## config.mk

```make
export PLATFORM = sky130hd
export DESIGN_NAME = rv32m_issue
export DESIGN_NICKNAME = d
export VERILOG_FILES = /design/src/rtl/rv32m_issue.sv
export SDC_FILE = /design/constraint.sdc
export NUM_CORES = 1
export LEC_CHECK = 0
export ABC_AREA = 1
export ABC_CLOCK_PERIOD_IN_PS = 1900
export BUFFER_PORTS_ARGS = -buffer_cell sky130_fd_sc_hd__buf_2
export CAP_MARGIN = 20
export CORE_ASPECT_RATIO = 2
export CORE_MARGIN = 3
export CORE_UTILIZATION = 46
export CTS_BUF_LIST = sky130_fd_sc_hd__clkbuf_4 sky130_fd_sc_hd__clkbuf_8
export DETAILED_ROUTE_END_ITERATION = 6
export HOLD_SLACK_MARGIN = 0.02
export PLACE_DENSITY = 0.79
export SLEW_MARGIN = 20
export SYNTH_ARGS = -nofsm -noshare
export SYNTH_HDL_FRONTEND = slang
export SYNTH_SLANG_ARGS = --single-unit
```

## constraint.sdc

```tcl
create_clock -name clk -period 1.9 [get_ports clk]
set_clock_uncertainty 0.2 [all_clocks]
set_input_delay 0 -clock clk [delete_from_list [all_inputs] [get_ports clk]]
set_output_delay 0 -clock clk [all_outputs]
set_load 0.01 [all_outputs]
```

## src/rtl/rv32m_issue.sv

```systemverilog
// Issue/sequencing stage in front of the RV32M multiply/divide unit.
// Optional macro RV32M_ZERO_SKIP_EN resolves multiplies by zero locally.
module rv32m_issue #(
    parameter int LATENCY = 1,
    parameter int CNT_W   = 4
) (
    input  logic        clk,
    input  logic        rst,
    input  logic        in_valid,
    output logic        in_ready,
    input  logic [31:0] in_instr,
    input  logic [31:0] in_rs1_val,
    input  logic [31:0] in_rs2_val,
    output logic [31:0] m_instr,
    output logic [31:0] m_op1,
    output logic [31:0] m_op2,
    input  logic [31:0] m_result,
    output logic        wb_valid,
    input  logic        wb_ready,
    output logic [4:0]  wb_rd,
    output logic [31:0] wb_data,
    output logic        illegal,
    output logic        busy
);

    localparam logic [1:0] IDLE  = 2'd0;
    localparam logic [1:0] ISSUE = 2'd1;
    localparam logic [1:0] WAIT  = 2'd2;
    localparam logic [1:0] DONE  = 2'd3;

    logic [1:0]       state;
    logic [31:0]      instr_q, op1_q, op2_q;
    logic [CNT_W-1:0] cnt;

    logic        accept, is_m, spec;
    logic [31:0] spec_res;
    logic        ovf;

    assign accept   = in_valid & in_ready;
    assign is_m     = (in_instr[6:0] == 7'b0110011) && (in_instr[31:25] == 7'b0000001);
    assign ovf      = (in_rs1_val == 32'h8000_0000) && (in_rs2_val == 32'hFFFF_FFFF);
    assign in_ready = (state == IDLE);
    assign busy     = (state != IDLE);
    assign wb_valid = (state == DONE);

    // The unit only sees a live opcode while an op is in flight; otherwise it holds.
    assign m_instr = (state == ISSUE || state == WAIT) ? instr_q : 32'd0;
    assign m_op1   = (state == ISSUE || state == WAIT) ? op1_q   : 32'd0;
    assign m_op2   = (state == ISSUE || state == WAIT) ? op2_q   : 32'd0;

    always_comb begin
        spec     = 1'b0;
        spec_res = 32'd0;
        case (in_instr[14:12])
            3'b100: begin
                if (in_rs2_val == 32'd0) begin
                    spec     = 1'b1;
                    spec_res = 32'hFFFF_FFFF;
                end else if (ovf) begin
                    spec     = 1'b1;
                    spec_res = 32'h8000_0000;
                end
            end
            3'b101: begin
                if (in_rs2_val == 32'd0) begin
                    spec     = 1'b1;
                    spec_res = 32'hFFFF_FFFF;
                end
            end
            3'b110: begin
                if (in_rs2_val == 32'd0) begin
                    spec     = 1'b1;
                    spec_res = in_rs1_val;
                end else if (ovf) begin
                    spec     = 1'b1;
                    spec_res = 32'd0;
                end
            end
            3'b111: begin
                if (in_rs2_val == 32'd0) begin
                    spec     = 1'b1;
                    spec_res = in_rs1_val;
                end
            end
            default: begin
`ifdef RV32M_ZERO_SKIP_EN
                if (in_rs1_val == 32'd0 || in_rs2_val == 32'd0) begin
                    spec     = 1'b1;
                    spec_res = 32'd0;
                end
`endif
            end
        endcase
    end

    always_ff @(posedge clk or negedge rst) begin
        if (!rst) begin
            state   <= IDLE;
            instr_q <= 32'd0;
            op1_q   <= 32'd0;
            op2_q   <= 32'd0;
            cnt     <= '0;
            wb_rd   <= 5'd0;
            wb_data <= 32'd0;
            illegal <= 1'b0;
        end else begin
            illegal <= 1'b0;
            case (state)
                IDLE: begin
                    if (accept) begin
                        if (!is_m) begin
                            illegal <= 1'b1;
                        end else begin
                            instr_q <= in_instr;
                            op1_q   <= in_rs1_val;
                            op2_q   <= in_rs2_val;
                            wb_rd   <= in_instr[11:7];
                            if (spec) begin
                                wb_data <= spec_res;
                                // Writes to x0 are never presented to writeback.
                                state   <= (in_instr[11:7] == 5'd0) ? IDLE : DONE;
                            end else begin
                                state   <= ISSUE;
                            end
                        end
                    end
                end
                ISSUE: begin
                    cnt   <= CNT_W'(LATENCY);
                    state <= WAIT;
                end
                WAIT: begin
                    cnt <= cnt - 1'b1;
                    if (cnt == CNT_W'(1)) begin
                        wb_data <= m_result;
                        state   <= (wb_rd == 5'd0) ? IDLE : DONE;
                    end
                end
                default: begin
                    if (wb_ready) state <= IDLE;
                end
            endcase
        end
    end

endmodule

```

==> results_dict.tcl <==
set metrics [dict create \
    status "complete, but fails checks" \
    violations "setup timing" \
    finalHoldViolCount 0 \
    path_buf_inv 5 \
    grt_max_degree 76 \
    whs_ns 0.128 \
    grt_first_pass_wirelength_mm 41.6 \
    max_freq_mhz 481 \
    crit_type "reg2out" \
    rsz0062_at_grt "yes" \
    crit_path_max_fanout 9 \
    gp_routability_congestion 0.909 \
    tritoncts "done" \
    max_stage_delay_ns 0.40 \
    drc_errors 0 \
    routed_wl_mm 31.0 \
    drive_above_1_share 0.355 \
    firstDrtPassIters 6 \
    antenna_found_initial 1 \
    fin_crit_sh 1.10 \
    synth_area_per_cell_um2 6.95 \
    layout_commonest_cell "nand2_1" \
    cts.clk_slew.worst_paths_ns 0.09 \
    nNetsFinal 1551 \
    fin_total_pwr_w 0.0116 \
    synthCells 997 \
    setup_ws_ns -0.181 \
    start_kind "register" \
    ioPinCount 269 \
    cts_buffer_depth 2 \
    grt.total_usage 0.315 \
    start_util 0.475 \
    drv_slew 0 \
    core-area_um2 14600 \
    place_area_um2 8610 \
    fin_area_um2 11600 \
    postRouteAntennaNets 0 \
    dp_slack_ns -0.0494 \
    slew_headroom 0.662 \
    drt_iter0_drc 582 \
    yosys_register_bits 135 \
    synth_area_um2 6930 \
    cts.sinks 135 \
    post-route-min-period_ns 2.08 \
    grt.overflow.total 0 \
    wl_per_cell_um 19.2 \
    arrival_ns 1.88 \
    tns_ns -10.18 \
    die_y_um 180 \
    worstPathCellList "inv_2, ha_4, buf_12, clkbuf_16, nand2_1, inv_1, buf_2" \
    drv_cap 0 \
    vias_per_cell 5.32 \
    power.density_nw_per_um2 999 \
    die-area_um2 16700 \
    io_buffers 268 \
    vias 8611 \
    cp_slowest_cell "dfrtp_1" \
    hold_path_class "in2reg" \
    yosys_warnings 0 \
    die_x_um 92.8 \
    cts-htree-levels 4 \
    ys_types 23 \
    leakagePower_nw 6.96 \
    cts_made_buffers 17 \
    ys_seq_area_frac 0.487 \
    synth_nets 1135 \
    worst_slew_pin_slew_ns 0.505 \
    rows 62 \
    final_cell_mix "376 x nand2_1, 234 x buf_2, 135 x dfrtp_1" \
    grt_pass1_vias 8459 \
    ir_drop_mv 0.790 \
    setup-violations-final 133 \
    r2r_setup_slack_ns -0.15 \
    clock-root-buffer "clkbuf_8" \
    syn_to_final_growth_pct 67.2 \
    crit_required_ns 1.70 \
    crit_family "buffers and inverters" \
    endpoint_kind "output pin" \
    dpl.hpwl_mm 16.0 \
    clock_latency_ns 0.43 \
]
-- sequential cells by signal, indices dropped and copies added (netlist names) --
name and flops:
op1_q 32, op2_q 32, wb_data 32, instr_q 28, cnt 4, wb_rd 4, state 2, illegal 1
-- cells by family after synthesis --
| logic type | Yosys count | share of synthesized area |
|---|---|---|
| compound gates | 68 | 0.0513 |
| fa+ha+maj | 6 | 0.0108 |
| buf+inv | 201 | 0.115 |
| flops | 135 | 0.487 |
| simple gates | 587 | 0.336 |
-- cells in the mapped netlist (all sizes together) --
| cell type | n | share of area |
|---|---|---|
| nor4 | 1 | 0.00090 |
| ha | 6 | 0.011 |
| nand3 | 49 | 0.036 |
| nor3 | 3 | 0.0022 |
| a21o | 1 | 0.0011 |
| nand3b | 1 | 0.0011 |
| or2 | 5 | 0.0045 |
| nor2 | 82 | 0.045 |
| o21ai | 60 | 0.043 |
| buf | 27 | 0.021 |
| a31oi | 1 | 0.00090 |
| nand2 | 440 | 0.24 |
| a21oi | 6 | 0.0060 |
| nand4 | 6 | 0.0076 |
| dfrtp | 135 | 0.49 |
| inv | 146 | 0.079 |
| clkbuf | 28 | 0.015 |
-- report_power, final --
group	internal, W	switching [W]
Clock	0.00137	0.00125
Sequential	0.00307	0.000183
Combinational	0.00263	0.00309
Total	0.00707	0.00451
-- worst register-to-register path, delay by kind of cell, from the launching register on --
| family | cells | cell delay [ns] |
|---|---|---|
| simple gates | 2 | 0.11 |
| fa+ha+maj | 1 | 0.18 |
| compound gates | 2 | 0.21 |
| buf+inv | 7 | 0.80 |
| flops | 1 | 0.42 |
-- through the flow --
stage                      util  std cells
final                     0.795       1619
after global routing      0.795       1619
after CTS                 0.735       1604
after detailed placement  0.591       1434
after global placement    0.591       1434
after floorplan               -        997
-- timing repair --
item	in CTS	in global routing
pin swaps	2	20
hold endpoints to repair	252	0
setup endpoints to repair	128	134
hold buffers	120	0
gates cloned	6	11
buffers inserted	12	7
gates resized for setup	50	199
-- per-layer routing --
| metal | track usage | routed length [µm] |
|---|---|---|
| met3 | 0.0565 | 2510 |
| met4 | 0.201 | 2750 |
| met5 | 0 | 0 |
| met2 | 0.560 | 15900 |
| met1 | 0.333 | 9840 |
-- worst paths after layout --
path                                          from                      end  cells past startpoint
max                           state[0]$_DFFE_PN0P_                m_op1[26]                      7
min                                   in_instr[24]  instr_q[24]$_DFFE_PN0P_                      4
max reg2reg                   state[0]$_DFFE_PN0P_  wb_data[16]$_DFFE_PN0P_                     12
min reg2reg                instr_q[29]$_DFFE_PN0P_  instr_q[29]$_DFFE_PN0P_                      2
max in group asynchronous                      rst    op2_q[27]$_DFFE_PN0P_                      4
min in group asynchronous                      rst  wb_data[25]$_DFFE_PN0P_                      4
-- layout make-up --
class / instances / area (µm²)
clock inverters: 13 / 170
multi-input cells: 661 / 3240
flip-flops and latches: 135 / 3380
fillers: 859 / 3000
inverters: 146 / 548
clock buffers: 19 / 255
diodes: 1 / 2.50
repair buffers: 452 / 3750
well taps: 192 / 240
(Power assumes the default switching activity.)
